File: config.mk
export PLATFORM = sky130hd
export DESIGN_NAME = seq_frame_loader
export DESIGN_NICKNAME = d
export VERILOG_FILES = /design/src/rtl/seq_frame_loader_pkg.sv /design/src/rtl/seq_frame_loader.sv
export SDC_FILE = /design/constraint.sdc
export NUM_CORES = 1
export LEC_CHECK = 0
export BUFFER_PORTS_ARGS = -buffer_cell sky130_fd_sc_hd__buf_2
export CORE_MARGIN = 2
export CORE_UTILIZATION = 55
export DETAILED_ROUTE_END_ITERATION = 16
export PLACE_DENSITY = 0.76
export SYNTH_ARGS = -nofsm -noshare
export SYNTH_HDL_FRONTEND = slang
export SYNTH_SLANG_ARGS = --single-unit
File: constraint.sdc
create_clock -name clk -period 3.34 [get_ports clk]
set_input_delay 0.167 -clock clk [delete_from_list [all_inputs] [get_ports clk]]
set_output_delay 0.167 -clock clk [all_outputs]
set_load 0.05 [all_outputs]
File: src/rtl/seq_frame_loader_pkg.sv
`default_nettype none
// ============================================================================
//  Module : seq_frame_loader_pkg
//  Brief  : Host-protocol constants, sequencer register map and loader FSM
//           state encoding shared by the frame loader.
//  Rev    : 1.0  initial release
// ============================================================================
package seq_frame_loader_pkg;

    // Host protocol bytes
    localparam logic [7:0]  SEQ_FRAME_SOF        = 8'hA5;
    localparam logic [7:0]  SEQ_FRAME_ACK        = 8'h06;
    localparam logic [7:0]  SEQ_FRAME_NAK        = 8'h15;

    // Sequence generator register map
    localparam logic [15:0] SEQ_BASE_ADDR        = 16'h1000;
    localparam logic [15:0] SEQ_CHANNEL_STRIDE   = 16'h0100;
    localparam logic [15:0] SEQ_GLOBAL_CTRL_ADDR = 16'h0F00;
    localparam logic [15:0] SEQ_CTRL_OFS         = 16'h0000;
    localparam logic [15:0] SEQ_CONFIG_OFS       = 16'h0004;
    localparam logic [15:0] SEQ_DIVISOR_OFS      = 16'h0008;
    localparam logic [15:0] SEQ_DATA0_OFS        = 16'h0010;

    // Loader FSM states; every state that accepts bytes encodes below WRITE
    localparam logic [2:0]  ST_IDLE  = 3'd0;
    localparam logic [2:0]  ST_FLAGS = 3'd1;
    localparam logic [2:0]  ST_LEN   = 3'd2;
    localparam logic [2:0]  ST_DIV   = 3'd3;
    localparam logic [2:0]  ST_DATA  = 3'd4;
    localparam logic [2:0]  ST_CHK   = 3'd5;
    localparam logic [2:0]  ST_WRITE = 3'd6;
    localparam logic [2:0]  ST_RESP  = 3'd7;

    // Number of DATA bytes carried for a sequence of len bits
    function automatic logic [5:0] data_bytes(input logic [7:0] len);
        logic [8:0] w_sum;
        w_sum = {1'b0, len} + 9'd7;
        return w_sum[8:3];
    endfunction

endpackage
`default_nettype wire

File: src/rtl/seq_frame_loader.sv
`default_nettype none
// ============================================================================
//  Module : seq_frame_loader
//  Brief  : Receives framed sequence-load commands from the CDC RX byte path,
//           checks them, replays them as a cfg-bus write burst and answers
//           with a single ACK/NAK byte on the CDC TX byte path.
//  Rev    : 1.0  initial release
// ============================================================================
module seq_frame_loader
    import seq_frame_loader_pkg::*;
#(
    parameter int NUM_CHANNELS   = 4,
    parameter int MAX_SEQ_LEN    = 256,
    parameter int TIMEOUT_CYCLES = 1000000
) (
    input  logic        clk,
    input  logic        rst,
    input  logic [7:0]  rx_data,
    input  logic        rx_valid,
    output logic        rx_ready,
    output logic [7:0]  tx_data,
    output logic        tx_valid,
    input  logic        tx_ready,
    output logic [15:0] cfg_addr,
    output logic [31:0] cfg_wdata,
    output logic        cfg_write,
    output logic        busy,
    output logic [15:0] frames_ok,
    output logic [15:0] frames_err
);

    localparam int             NW      = MAX_SEQ_LEN / 32;
    localparam int             TW      = $clog2(TIMEOUT_CYCLES + 1);
    localparam logic [TW-1:0]  TO_LAST = TW'(TIMEOUT_CYCLES - 1);
    // Burst step numbers after the CTRL disarm (step 0) and the data words
    localparam logic [3:0]     S_DIV   = 4'(NW + 1);
    localparam logic [3:0]     S_CFG   = 4'(NW + 2);
    localparam logic [3:0]     S_ARM   = 4'(NW + 3);
    localparam logic [3:0]     S_GO    = 4'(NW + 4);

    logic [2:0]             state_q,  state_d;
    logic [MAX_SEQ_LEN-1:0] buf_q,    buf_d;
    logic [7:0]             xor_q,    xor_d;
    logic [4:0]             cnt_q,    cnt_d;
    logic [3:0]             ch_q,     ch_d;
    logic                   loop_q,   loop_d;
    logic                   go_q,     go_d;
    logic [7:0]             len_q,    len_d;
    logic [31:0]            div_q,    div_d;
    logic                   err_q,    err_d;
    logic [TW-1:0]          to_q,     to_d;
    logic [3:0]             step_q,   step_d;
    logic [7:0]             resp_q,   resp_d;
    logic [15:0]            ok_q,     ok_d;
    logic [15:0]            bad_q,    bad_d;

    logic                   rx_fire;
    logic [5:0]             nb;
    logic [3:0]             w_idx;
    logic [15:0]            ch_base;

    assign rx_ready   = !rst && (state_q < ST_WRITE);
    assign rx_fire    = rx_valid && rx_ready;
    assign tx_valid   = (state_q == ST_RESP);
    assign tx_data    = resp_q;
    assign busy       = (state_q != ST_IDLE);
    assign frames_ok  = ok_q;
    assign frames_err = bad_q;
    assign nb         = data_bytes(len_q);
    assign w_idx      = step_q - 4'd1;
    assign ch_base    = SEQ_BASE_ADDR + 16'(ch_q) * SEQ_CHANNEL_STRIDE;

    // Write-burst decoder: one register write per WRITE cycle, selected by step
    always_comb begin
        cfg_write = 1'b0;
        cfg_addr  = 16'h0000;
        cfg_wdata = 32'h0000_0000;
        if (state_q == ST_WRITE) begin
            cfg_write = 1'b1;
            if (step_q == 4'd0) begin
                cfg_addr  = ch_base + SEQ_CTRL_OFS;
            end else if (step_q <= 4'(NW)) begin
                cfg_addr  = ch_base + SEQ_DATA0_OFS + {10'd0, w_idx, 2'b00};
                cfg_wdata = buf_q[w_idx*32 +: 32];
            end else if (step_q == S_DIV) begin
                cfg_addr  = ch_base + SEQ_DIVISOR_OFS;
                cfg_wdata = div_q;
            end else if (step_q == S_CFG) begin
                cfg_addr  = ch_base + SEQ_CONFIG_OFS;
                cfg_wdata = {7'd0, loop_q, 16'd0, len_q};
            end else if (step_q == S_ARM) begin
                cfg_addr  = ch_base + SEQ_CTRL_OFS;
                cfg_wdata = 32'd1;
            end else begin
                cfg_addr  = SEQ_GLOBAL_CTRL_ADDR;
                cfg_wdata = 32'd1;
            end
        end
    end

    // Frame parser, validation, burst sequencing, response and timeout
    always_comb begin
        state_d = state_q;
        buf_d   = buf_q;
        xor_d   = xor_q;
        cnt_d   = cnt_q;
        ch_d    = ch_q;
        loop_d  = loop_q;
        go_d    = go_q;
        len_d   = len_q;
        div_d   = div_q;
        err_d   = err_q;
        to_d    = to_q;
        step_d  = step_q;
        resp_d  = resp_q;
        ok_d    = ok_q;
        bad_d   = bad_q;
        case (state_q)
            ST_IDLE: begin
                if (rx_fire && rx_data == SEQ_FRAME_SOF) begin
                    state_d = ST_FLAGS;
                    buf_d   = '0;
                    xor_d   = 8'h00;
                    err_d   = 1'b0;
                    cnt_d   = 5'd0;
                    to_d    = '0;
                end
            end
            ST_WRITE: begin
                step_d = step_q + 4'd1;
                if ((step_q == S_ARM && !go_q) || step_q == S_GO) begin
                    state_d = ST_RESP;
                    resp_d  = SEQ_FRAME_ACK;
                    step_d  = 4'd0;
                end
            end
            ST_RESP: begin
                if (tx_ready) begin
                    if (resp_q == SEQ_FRAME_ACK) begin
                        if (ok_q != 16'hFFFF) ok_d = ok_q + 16'd1;
                    end else begin
                        if (bad_q != 16'hFFFF) bad_d = bad_q + 16'd1;
                    end
                    state_d = ST_IDLE;
                    resp_d  = 8'h00;
                end
            end
            default: begin
                if (rx_fire) begin
                    to_d = '0;
                    case (state_q)
                        ST_FLAGS: begin
                            xor_d  = xor_q ^ rx_data;
                            ch_d   = rx_data[3:0];
                            loop_d = rx_data[4];
                            go_d   = rx_data[5];
                            if (rx_data[7:6] != 2'b00 ||
                                int'({28'd0, rx_data[3:0]}) >= NUM_CHANNELS)
                                err_d = 1'b1;
                            state_d = ST_LEN;
                        end
                        ST_LEN: begin
                            xor_d   = xor_q ^ rx_data;
                            len_d   = rx_data;
                            if (rx_data == 8'h00) err_d = 1'b1;
                            cnt_d   = 5'd0;
                            state_d = ST_DIV;
                        end
                        ST_DIV: begin
                            xor_d = xor_q ^ rx_data;
                            div_d[cnt_q[1:0]*8 +: 8] = rx_data;
                            if (cnt_q == 5'd3) begin
                                cnt_d   = 5'd0;
                                state_d = (len_q == 8'h00) ? ST_CHK : ST_DATA;
                            end else begin
                                cnt_d = cnt_q + 5'd1;
                            end
                        end
                        ST_DATA: begin
                            xor_d = xor_q ^ rx_data;
                            buf_d[cnt_q*8 +: 8] = rx_data;
                            if ({1'b0, cnt_q} == nb - 6'd1) begin
                                cnt_d   = 5'd0;
                                state_d = ST_CHK;
                            end else begin
                                cnt_d = cnt_q + 5'd1;
                            end
                        end
                        default: begin
                            if (rx_data == xor_q && !err_q) begin
                                state_d = ST_WRITE;
                                step_d  = 4'd0;
                            end else begin
                                state_d = ST_RESP;
                                resp_d  = SEQ_FRAME_NAK;
                            end
                        end
                    endcase
                end else if (to_q == TO_LAST) begin
                    state_d = ST_RESP;
                    resp_d  = SEQ_FRAME_NAK;
                    buf_d   = '0;
                    to_d    = '0;
                end else begin
                    to_d = to_q + 1'b1;
                end
            end
        endcase
    end

    // State register bank with synchronous reset
    always_ff @(posedge clk) begin
        if (rst) begin
            state_q <= ST_IDLE;
            buf_q   <= '0;
            xor_q   <= 8'h00;
            cnt_q   <= 5'd0;
            ch_q    <= 4'd0;
            loop_q  <= 1'b0;
            go_q    <= 1'b0;
            len_q   <= 8'h00;
            div_q   <= 32'd0;
            err_q   <= 1'b0;
            to_q    <= '0;
            step_q  <= 4'd0;
            resp_q  <= 8'h00;
            ok_q    <= 16'd0;
            bad_q   <= 16'd0;
        end else begin
            state_q <= state_d;
            buf_q   <= buf_d;
            xor_q   <= xor_d;
            cnt_q   <= cnt_d;
            ch_q    <= ch_d;
            loop_q  <= loop_d;
            go_q    <= go_d;
            len_q   <= len_d;
            div_q   <= div_d;
            err_q   <= err_d;
            to_q    <= to_d;
            step_q  <= step_d;
            resp_q  <= resp_d;
            ok_q    <= ok_d;
            bad_q   <= bad_d;
        end
    end

endmodule
`default_nettype wire
==> summary.txt <==
Run status
  • Outcome: completed

Cells and area
  • Nets: between 1500 and 2000
  • N_diodes: 0
  • Fraction of layout cells with a size suffix above 1: 18.8%
  • Most common cell after layout, fill and taps aside: dfxtp_1
  • Commonest non-fill, non-tap cells in the layout: 377 x dfxtp_1, 169 x a22o_1, 158 x nor2_1
  • Layout Area Growth over Synthesis: 13.3%

Detailed routing
  • DRC: 0
  • Final Routed Wirelength: roughly 51000 microns
  • Routed WL per cell: ~22 microns
  • Via Count: roughly 15000
  • DRT antenna net count: 0
  • Via density per instance: between 6 and 7
  • Iter 0 DRT Violations: 1703
  • Pre-antenna DRT Iters: 6

Timing
  • Unrepaired setup endpoints after global routing: true
  • Final Hold Viols: 0
  • Fmax: 0.307 GHz
  • Period utilization: a little over nine tenths
  • Final min period: between 3000 and 4000 ps
  • Total negative slack: 0 ps
  • Pins Over Slew Limit: 0
  • Final setup viols: 0
  • Worst slew pin tran: ~840 ps
  • Clk_skew: about 13 ps
  • Hold Worst Slack: 30.5 ps
  • Worst slew margin: 43.4%

Setup path
  • Top delay family on crit path: multiplexers
  • Critical Path RT: 3170 ps
  • CP Max Fanout: 6
  • Critical path type: register to output pin
  • Slowest Stage Delay on Critical Path: 510 ps
  • CP Cell Sequence: inv_1, ha_4, buf_4, mux4_2, mux2i_2, o22ai_1, and2_1, buf_2
  • Arrival time at the worst endpoint: just over 3000 ps
  • Buf/Inv on CP: 3
  • Critical Path Start Type: register
  • Slowest cell on crit path: mux4_2
  • Critical path endpoint category: output pin

Synthesis
  • Number of flops mapped to enable cells by yosys: 0
  • Synth area leaders: dfxtp_1 43%, a22o_1 8.4%, mux4_2 8.2%
  • Syn Area/Cell: around 9.6 sq um
  • Synth unique cells: between 70 and 80
  • Post-synth ARST share: 0%
  • Syn. warnings: 0
  • Synth Flop Type: dfxtp_1
  • Register area share after synthesis: a little over two fifths
  • Synthesized area: approximately 18000 sq um
  • Yosys reg bits: about 380
  • Synth Instances: between 1500 and 2000
  • Yosys top cell by area: dfxtp_1
  • Post-synth top area share: around 43%

Worst hold path
  • HP Class: primary input to register

Global routing
  • Largest net degree at the start of global routing: roughly 150
  • GRT Util Overall: between 20 and 30%
  • First-pass GRT wire length: ~80000 microns
  • Initial antenna violation count: 0
  • Vias in the first global route: around 14000
  • GRT overflow: 0

Floorplan
  • Site Rows: 65
  • Placeable Area: 31600 sq um
  • Die Y: 183 microns
  • Initial Util: 55.7%
  • Die Wd: approximately 180 microns
  • I/O pin total: between 100 and 150
  • Die Area: around 33000 sq um

Power
  • Pwr dens: just under 500 nW/um^2
  • Sequential share of power: a little under half
  • Clock power share: roughly 44%
  • Internal power: roughly 7000 uW
  • Leakage: about 0.0073 uW
  • NetSw: between 2000 and 2500 uW
  • Switching part of the total power: roughly 26%
  • Logic pwr share: 8.2%
  • Highest ir drop seen on vdd: between 400 and 500 uV

Clock network
  • CTS Buf Count: 40
  • # hold bufs at CTS: 0
  • Clock-pin slew on the worst setup and hold paths: roughly 60 ps
  • CTS Root Cell: clkbuf_16
  • Max Root-Sink Buffers: 3
  • H-tree Lvls: 2
  • Total clock sinks: roughly 380
  • CTS tree: built
  • Later-pin clock latency in the skew report: 530 ps

Placement
  • RD Place Congestion: slightly below 1
  • Detailed placement HPWL: roughly 34000 microns
  • Port Buffers: 93

Job
  • Max-cap violations: 0
## worst min-delay path, delay by kind of cell
| family | cells | cell delay (ps) |
|---|---|---|
| simple gates | 2 | 130 |
| buf+inv | 1 | 130 |
| compound gates | 1 | 80 |
## kinds of logic after synthesis
kind of cell	count (synthesis)	share of synthesized area (%)
flip-flops	378	43.0
XOR/XNOR	68	3.47
AO/OA/AOI/OAI	505	21.8
adder cells (fa/ha/maj)	15	1.07
buffers and inverters	166	3.91
multiplexers	107	10.7
AND/OR/NAND/NOR	584	16.0
other	1	0.0213
## stage by stage
step	cells	instance area, sq um	worst slack (ps)	util [%]	total power [uW]
2_1_floorplan	1833	17700	64.5	-	5190
3_3_place_gp	2237	18500	441	58.8	5390
3_5_place_dp	2237	18500	443	58.8	5400
4_1_cts	2310	19800	84.3	62.7	9570
5_1_grt	2320	19900	25.6	63.1	9840
6_report	2320	19900	86.5	63.1	9580
## cells in the mapped netlist, drive strengths merged, types with 5 or more instances
| cell type | number |
|---|---|
| o22ai | 10 |
| a2bb2o | 5 |
| xnor2 | 27 |
| dfxtp | 378 |
| and2 | 44 |
| a31oi | 5 |
| nand2b | 6 |
| and4 | 8 |
| a32o | 23 |
| mux4 | 64 |
| o21ai | 61 |
| o2bb2ai | 51 |
| mux2i | 40 |
| nor2 | 182 |
| nor3 | 41 |
| or3 | 8 |
| nor2b | 5 |
| nand3 | 64 |
| a22o | 169 |
| xor2 | 40 |
| clkbuf | 90 |
| a211oi | 6 |
| nand3b | 12 |
| buf | 53 |
| nand2 | 142 |
| ha | 15 |
| nor4 | 8 |
| a21oi | 125 |
| nand4 | 25 |
| and3 | 19 |
| a22oi | 8 |
| inv | 23 |
## timing repair
item	CTS	global route
setup buffers	2	10
pin swaps	1	1
cloned	0	0
gates resized for setup	0	3
setup endpoints to repair	1	7
## per-layer routing
layer  global-route usage, %  vias up  part of all wire, %
met5                       0        -                    0
met4                    9.41        0                  3.0
met3                    5.14      102                  8.8
met1                    42.7     7286                   44
met2                    46.3      740                   45
li1                        -     6871                    -
## power groups by stage
stage | Clock [uW] | Sequential [uW] | Combinational [uW]
detailed placement | 0 | 4640 | 758
global placement | 0 | 4640 | 745
finish | 4260 | 4540 | 783
floorplan | 0 | 4640 | 555
global route | 4460 | 4550 | 836
CTS | 4270 | 4540 | 760
## final timing paths
path                                             start                 endpoint  slack [ps]  depth (start not counted)
worst max-delay path            step_q[1]$_SDFFE_PP0P_            cfg_wdata[24]          90                          8
worst min-delay path                          rx_valid  state_q[1]$_SDFFE_PP0P_          30                          4
worst max register to register   cnt_q[0]$_SDFFE_PP0P_   buf_q[84]$_SDFFE_PP0P_         370                          9
worst min register to register  div_q[22]$_SDFFE_PP0P_   div_q[22]$_SDFFE_PP0P_         450                          2
## sequential cells by signal, indices dropped and copies added, names as in the netlist, 4 cells and up
name / count
buf_q: 256
frames_ok: 16
xor_q: 8
len_q: 8
cnt_q: 5
to_q: 20
step_q: 4
ch_q: 4
div_q: 32
frames_err: 16
## final cells by class
type                            count  area, sq um
Fill cell                        2556        11600
Multi-Input combinational cell   1289         9490
Sequential cell                   378         7570
Clock buffer                       59         1160
Timing Repair Buffer              157         1030
Tap cell                          402          503
Inverter                           23         86.3
Clock inverter                     12         80.1
(Power assumes the default switching activity.)
